[config.mk]
export PLATFORM = sky130hd
export DESIGN_NAME = branch_flag_gen
export DESIGN_NICKNAME = d
export VERILOG_FILES = /design/src/rtl/branch_flag_gen_pkg.sv /design/src/rtl/branch_flag_gen_half_sub.sv /design/src/rtl/branch_flag_gen.sv
export SDC_FILE = /design/constraint.sdc
export NUM_CORES = 1
export LEC_CHECK = 0
export ABC_AREA = 0
export BUFFER_PORTS_ARGS = -buffer_cell sky130_fd_sc_hd__buf_2
export CAP_MARGIN = 25
export CORE_ASPECT_RATIO = 1.2
export CORE_MARGIN = 5
export CORE_UTILIZATION = 55
export CTS_CLUSTER_DIAMETER = 150
export DETAILED_ROUTE_END_ITERATION = 10
export PLACE_DENSITY = 0.82
export SLEW_MARGIN = 20
export SYNTH_ARGS = -nofsm -noshare
export SYNTH_HDL_FRONTEND = slang
export SYNTH_SLANG_ARGS = --single-unit
[constraint.sdc]
create_clock -name clk -period 5.7 [get_ports clk]
set_input_delay 0.285 -clock clk [delete_from_list [all_inputs] [get_ports clk]]
set_output_delay 0.285 -clock clk [all_outputs]
set_load 0.05 [all_outputs]
[src/rtl/branch_flag_gen_pkg.sv]
// Shared definitions for the branch flag generator and the condition checker:
// flag bit positions inside the packed {V,C,N,Z} nibble and branch funct3 codes.
package branch_flag_gen_pkg;

    localparam int FLAG_V = 3;
    localparam int FLAG_C = 2;
    localparam int FLAG_N = 1;
    localparam int FLAG_Z = 0;

    typedef enum logic [2:0] {
        F3_BEQ  = 3'b000,
        F3_BNE  = 3'b001,
        F3_BLT  = 3'b100,
        F3_BGE  = 3'b101,
        F3_BLTU = 3'b110,
        F3_BGEU = 3'b111
    } funct3_e;

    // Field order matches FLAG_* positions: v is bit 3, z is bit 0.
    typedef struct packed {
        logic v;
        logic c;
        logic n;
        logic z;
    } flags_t;

endpackage

[src/rtl/branch_flag_gen_half_sub.sv]
// Purpose: W-bit adder slice with carry-in/carry-out and zero detect on the sum.
// Latency: combinational.
// Backpressure: none; the caller decides when the result is captured.
module half_sub #(
    parameter int W = 16
) (
    input  logic [W-1:0] a,
    input  logic [W-1:0] b,
    input  logic         cin,
    output logic [W-1:0] sum,
    output logic         cout,
    output logic         zero
);

    always_comb begin
        {cout, sum} = {1'b0, a} + {1'b0, b} + {{W{1'b0}}, cin};
        zero        = (sum == '0);
    end

endmodule

[src/rtl/branch_flag_gen.sv]
// Purpose: compute {V,C,N,Z} of in_a - in_b with a split two-stage subtractor.
// Latency: 2 cycles; one result per cycle; in_ready drops only when both stages hold data and out_ready=0.
module branch_flag_gen
    import branch_flag_gen_pkg::*;
#(
    parameter int XLEN = 32,
    parameter int HALF = XLEN / 2
) (
    input  logic            clk,
    input  logic            rst_n,
    input  logic            in_valid,
    output logic            in_ready,
    input  logic [XLEN-1:0] in_a,
    input  logic [XLEN-1:0] in_b,
    input  logic [2:0]      in_funct3,
    input  logic            flush,
    output logic            out_valid,
    input  logic            out_ready,
    output logic [3:0]      out_flags,
    output logic [2:0]      out_funct3
);

    localparam int UPPER = XLEN - HALF;

    logic             s1_vld_q, s1_vld_d;
    logic             s2_vld_q, s2_vld_d;
    logic [HALF-1:0]  lo_diff_q, lo_diff_d;
    logic             lo_cout_q, lo_cout_d;
    logic             lo_zero_q, lo_zero_d;
    logic [UPPER-1:0] a_hi_q, a_hi_d;
    logic [UPPER-1:0] b_hi_q, b_hi_d;
    logic [2:0]       tag_q, tag_d;
    flags_t           flags_q, flags_d;
    logic [2:0]       funct3_q, funct3_d;

    logic             s2_adv, s1_acc, s2_load;
    logic [HALF-1:0]  lo_sum;
    logic             lo_cout, lo_zero;
    logic [UPPER-1:0] hi_sum;
    logic             hi_cout, hi_zero;

    // a - b is formed as a + ~b + 1; the +1 enters at the low slice carry-in.
    half_sub #(.W(HALF)) u_sub_lo (
        .a    (in_a[HALF-1:0]),
        .b    (~in_b[HALF-1:0]),
        .cin  (1'b1),
        .sum  (lo_sum),
        .cout (lo_cout),
        .zero (lo_zero)
    );

    half_sub #(.W(UPPER)) u_sub_hi (
        .a    (a_hi_q),
        .b    (~b_hi_q),
        .cin  (lo_cout_q),
        .sum  (hi_sum),
        .cout (hi_cout),
        .zero (hi_zero)
    );

    // The low half of R is carried for observability; the flags need only its zero bit.
    logic unused_lo_diff;
    assign unused_lo_diff = ^lo_diff_q;

    always_comb begin
        s2_adv   = ~s2_vld_q | out_ready;
        in_ready = ~s1_vld_q | s2_adv;
        s1_acc   = in_valid & in_ready;
        s2_load  = s2_adv & s1_vld_q;

        s1_vld_d = s1_vld_q;
        s2_vld_d = s2_vld_q;
        if (flush) begin
            s1_vld_d = 1'b0;
            s2_vld_d = 1'b0;
        end else begin
            if (s1_acc) begin
                s1_vld_d = 1'b1;
            end else if (s2_adv) begin
                s1_vld_d = 1'b0;
            end
            if (s2_adv) begin
                s2_vld_d = s1_vld_q;
            end
        end

        lo_diff_d = lo_diff_q;
        lo_cout_d = lo_cout_q;
        lo_zero_d = lo_zero_q;
        a_hi_d    = a_hi_q;
        b_hi_d    = b_hi_q;
        tag_d     = tag_q;
        if (s1_acc) begin
            lo_diff_d = lo_sum;
            lo_cout_d = lo_cout;
            lo_zero_d = lo_zero;
            a_hi_d    = in_a[XLEN-1:HALF];
            b_hi_d    = in_b[XLEN-1:HALF];
            tag_d     = in_funct3;
        end

        flags_d  = flags_q;
        funct3_d = funct3_q;
        if (s2_load) begin
            flags_d.v = (a_hi_q[UPPER-1] != b_hi_q[UPPER-1]) &&
                        (hi_sum[UPPER-1] != a_hi_q[UPPER-1]);
            flags_d.c = hi_cout;
            flags_d.n = hi_sum[UPPER-1];
            flags_d.z = lo_zero_q & hi_zero;
            funct3_d  = tag_q;
        end
    end

    always_ff @(posedge clk or negedge rst_n) begin
        if (!rst_n) begin
            s1_vld_q <= 1'b0;
            s2_vld_q <= 1'b0;
            flags_q  <= '0;
            funct3_q <= 3'b000;
        end else begin
            s1_vld_q <= s1_vld_d;
            s2_vld_q <= s2_vld_d;
            flags_q  <= flags_d;
            funct3_q <= funct3_d;
        end
    end

    always_ff @(posedge clk) begin
        lo_diff_q <= lo_diff_d;
        lo_cout_q <= lo_cout_d;
        lo_zero_q <= lo_zero_d;
        a_hi_q    <= a_hi_d;
        b_hi_q    <= b_hi_d;
        tag_q     <= tag_d;
    end

    assign out_valid  = s2_vld_q;
    assign out_flags  = flags_q;
    assign out_funct3 = funct3_q;

endmodule

# Word-level counts from Yosys, hierarchy flattened

Cells that the tools add are included.

Reductions and logical operators: 5
Equality and inequality tests: 2
Bitwise gates (word level): 9
Add/subtract/negate cells: 4
Muxes and demuxes: 5

Operators with widths:

| cell                                          | count |
|---|---|
| adder 16 x 16 -> 17 bit                       | 2 |
| logical NOT 16 bit                            | 2 |
| inverter 16 bit                               | 2 |
| adder 17 x 1 -> 17 bit                        | 1 |
| adder 17 x 1 -> 17 bit, second input constant | 1 |
| two-way mux 1 bit                             | 5 |
| bitwise AND 1 bit                             | 3 |
| nonzero test 3 bit                            | 1 |
| != test 1 bit                                 | 2 |
| inverter 1 bit                                | 2 |
| OR 1 bit                                      | 2 |
| nonzero test 2 bit                            | 1 |
| logical AND 1 bit                             | 1 |

Flip-flop bits (word level): 46
Logic and storage cells: 37
Output and inout bits: 9
Bits of input ports: 72

# Depth between registers and ports, before layout

Word-level depth: 6
Gate-level depth with buffers: 11
Depth with buffers taken out: 11

# Cells and area by module

Synthesis repeated with hierarchy kept, for this count alone.

Cell total of the unflattened synthesis: 308
Area total of the unflattened synthesis: 3,204.3 µm²

Modules (own cells, without submodules):

| module               | area an instance (µm²) | times used | cells each | sequential area each (µm²) |
|---|---|---|---|---|
| branch_flag_gen      | 1,645.3                | 1          | 102        | 1,336.3 |
| half_sub at u_sub_hi | 779.5                  | 1          | 104        | 0.0 |
| half_sub at u_sub_lo | 779.5                  | 1          | 102        | 0.0 |

# Worst setup path before layout

Ideal clock, no wire load.

Path kind: reg2reg
Start: reg lo_cout_q
End: reg flags_q, in the netlist out_flags[0]
Cell stages (with the launch flop): 11
Slack: 3.029 ns
Period minus slack after synthesis: 2.671 ns
Arrival time: 2.575 ns
Required time: 5.605 ns
Buffers on the path: 0
Library setup time: 0.095 ns
Cells stage by stage: edfxtp_1 inv_1 fa_1 fa_1 nor2b_1 o31ai_1 o2bb2ai_1 o311ai_4 a21oi_1 a311o_1 o31ai_1

Cells in the longest elaborated chain, start to end: 3

Ends and longest elaborated chain:

| what                     | line                           | text |
|---|---|---|
| start: declaration       | branch_flag_gen.sv:28          | `logic lo_cout_q, lo_cout_d;` |
| start signal: assignment | branch_flag_gen.sv:130         | `lo_cout_q <= lo_cout_d;` |
| adder 17 x 1 -> 17 bit   | branch_flag_gen_half_sub.sv:16 | `{cout, sum} = {1'b0, a} + {1'b0, b} + {{W{1'b0}}, cin};` |
| logical NOT 16 bit       | branch_flag_gen_half_sub.sv:17 | `zero = (sum == '0);` |
| bitwise AND 1 bit        | branch_flag_gen.sv:109         | `flags_d.z = lo_zero_q & hi_zero;` |
| end signal: assignment   | branch_flag_gen.sv:123         | `flags_q <= flags_d;` |
| end: declaration         | branch_flag_gen.sv:33          | `flags_t flags_q, flags_d;` |

No other way between the ends.
A chain may end at the register's enable or synchronous reset.

# Worst setup path in the final report

Ends and elaborated chain as after synthesis.

==> qor.yml <==
run_status: "complete, no violations"
core_region_area_um2: 5930
crit_fanout: 6
swShare_pct: 29.7
worstHoldPathCells: 2
startpoint_type: "flip-flop"
design_area_um2: 3930
cp.required_ps: 5910
fillerInstances: 491
async_flop_share_pct: 19.6
irDropWorstVdd_mv: 0.132
r2r-end: "out_flags[0]"
reg2reg_depth: 10
yosysTopAreaCellShare_pct: 33.7
end_kind: "flip-flop"
yosys.area.top_type: "edfxtp_1"
instances_no_fill: 505
synth_ff_type: "edfxtp_1"
worst_pin_slew_ps: 471
drc: 0
die_x_um: 80.6
grt_max_degree: 38
vias_per_cell: 5.51
hold_end: "s1_vld_q"
grt_pass1_wl_um: 11600
final.period_utilization_pct: 51.9
syn-num-nets: 443
post_dp_cell_area_um2: 3790
insertion_delay_ps: 300
total_leakage_power_nw: 1.79
routedWlPerCell_um: 13.8
ys_types: 55
cts_resized: 0
clock.fmax_mhz: 338
vias: 2784
utilization_pct: 66.2
hold_start: "flush"
clockBufferDepth: 2
yosys_register_bits: 46
drt_wl_total_um: 6990
path_class: "reg -> reg"
crit_start: "lo_cout_q"
drt_iter0_drc: 141
drive_gt1_share_pct: 24.6
hold_viol_final: 0
rrSetupSlack_ps: 2740
setup_slack_ps: 2740
die_area_um2: 7640
worstPathArrival_ps: 3170
grt_usage_pct: 19.2
intPower_mw: 0.679
synth_warnings: 0
finalNetCount: 528
max-slew-margin-rel_pct: 68.6
io_pins: 81
clkTransAtPathRegs_ps: 80
clock_skew_ps: 5.76
rows: 31
grt_overflow: 0
setup_violations: 0
ctsRootBufferMaster: "clkbuf_8"
combPwrFrac_pct: 29.5
area_growth_pct: 19.4
cts.sinks: 46
tns_ps: 0
synthTopCellsByArea: "edfxtp_1 (34%), ha_1 (12%), dfrtp_1 (6.8%), inv_1 (5.6%), a21oi_1 (2.7%)"
fp.dieH_um: 94.8
p_clk_share_pct: 29.0
timing.rr.start: "lo_cout_q"
syn-cell-area_um2: 3290
avgSynthCellArea_um2: 9.77
dp_hpwl_um: 5630
cts_tree: "done"
cts_hold_buffers: 1
antenna_found_initial: 0
cts_max_level: 2
postCtsSetupRepairBufs: 0
postSynthCellCount: 337
rsz0062_at_grt: "no"
grt_pass1_vias: 2816
slew_violations: 0
io_buffers: 80
placedCellCount: 496
cap_violations: 0
final.min_clock_period_ps: 2960
antennaDiodeCount: 0
synth_edf_count: 37
final_antenna_net_count: 0
ys_seq_area_share_pct: 40.6
pwr-share-seq_pct: 41.4
pre_cts_slack_ps: 2790
start_util_pct: 55.5
p_switching_mw: 0.286
hp-class: "in -> reg"
dr.pass1.iters: 4
p_per_area_nw_per_um2: 245
gp_congestion: 0.901
cts-buffers-inserted: 5
## cell type report
| cell class | count | area [µm²] | share of cell area [%] |
|---|---|---|---|
| well taps | 82 | 103 | 2.61 |
| repair buffers | 82 | 418 | 10.6 |
| clock buffers | 5 | 68.8 | 1.75 |
| multi-input cells | 238 | 1760 | 44.7 |
| flip-flops and latches | 46 | 1340 | 34.0 |
| clock inverters | 3 | 63.8 | 1.62 |
| inverters | 49 | 184 | 4.68 |
## power by group through the flow
stage	clock, mW	combinational (mW)	sequential [mW]
global placement	0	0.277	0.406
floorplan	0	0.176	0.439
detailed placement	0	0.282	0.408
CTS	0.284	0.285	0.400
finish	0.280	0.285	0.400
global route	0.299	0.318	0.402
## critical path, stage by stage, from the launching register on
cell and delay (ps):
edfxtp_1 340, inv_1 60, fa_1 460, fa_1 430
nor2b_1 210, o31ai_1 90, o2bb2ai_1 190, o311ai_4 380
a21oi_1 150, a311o_1 370, o31ai_1 200
## cells in the mapped netlist (4+ instances only)
cell	count
edfxtp_1	37
a31oi_1	5
nor4_1	5
nor2_1	20
nand2_1	19
nand4_1	6
and2_1	4
xnor2_1	5
nor2b_1	10
a21oi_1	18
o31ai_1	7
o21ai_0	17
nand2b_1	5
o21a_1	7
inv_1	49
ha_1	31
dfrtp_1	9
xor2_1	4
a21o_1	4
mux2_2	5
nand3_1	5
nor3_1	13
## registers in the layout, summed over array words and instances (netlist names)
signal,flops
lo_cout_q,1
b_hi_q,16
s1_vld_q,1
out_flags,4
tag_q,3
out_valid,1
a_hi_q,16
lo_zero_q,1
out_funct3,3
## worst max path at each step
stage / end / slack, ps / cells past startpoint
floorplan: out_flags[0] / 3030 / 10
global placement: lo_zero_q / 2900 / 12
detailed placement: out_flags[0] / 2790 / 10
CTS: out_flags[0] / 2740 / 10
global route: out_flags[0] / 2560 / 10
finish: out_flags[0] / 2740 / 10
## cell usage in the layout (no fill, tap or decap), drive strengths merged, types with 5 or more instances in the layout
| cell | n |
|---|---|
| inv | 49 |
| buf | 81 |
| edfxtp | 37 |
| nor4 | 6 |
| o31ai | 8 |
| nor2b | 10 |
| o21ai | 19 |
| mux2 | 5 |
| dfrtp | 9 |
| nand3 | 5 |
| nand2 | 19 |
| nand4 | 6 |
| nor2 | 20 |
| ha | 31 |
| a31oi | 5 |
| nor3 | 13 |
| clkbuf | 5 |
| a21oi | 20 |
| nand2b | 5 |
| o21a | 7 |
| xnor2 | 5 |
## stage by stage
step | total power [mW] | hold WS, ps
global route | 1.02 | 143
floorplan | 0.616 | -10.6
detailed placement | 0.690 | 141
global placement | 0.683 | 144
finish | 0.965 | 133
CTS | 0.969 | 128
## logic make-up (layout without fill, tap and decap cells)
family	Yosys count	in the layout	synth area share, %
compound gates	91	91	19.8
buf+inv	53	139	6.04
mux	8	8	2.62
flops	46	46	40.6
xor+xnor	9	9	2.39
simple gates	96	96	15.0
fa+ha+maj	34	34	13.6
## routing by layer
metal / GRT usage (%) / share of wire, % / routed length (µm)
met5: 0 / 0 / 0
met1: 20.4 / 38 / 2670
met4: 9.01 / 2.5 / 177
met2: 36.7 / 56 / 3880
met3: 2.58 / 3.6 / 253
Note: power is estimated with default switching activity, not from simulation.
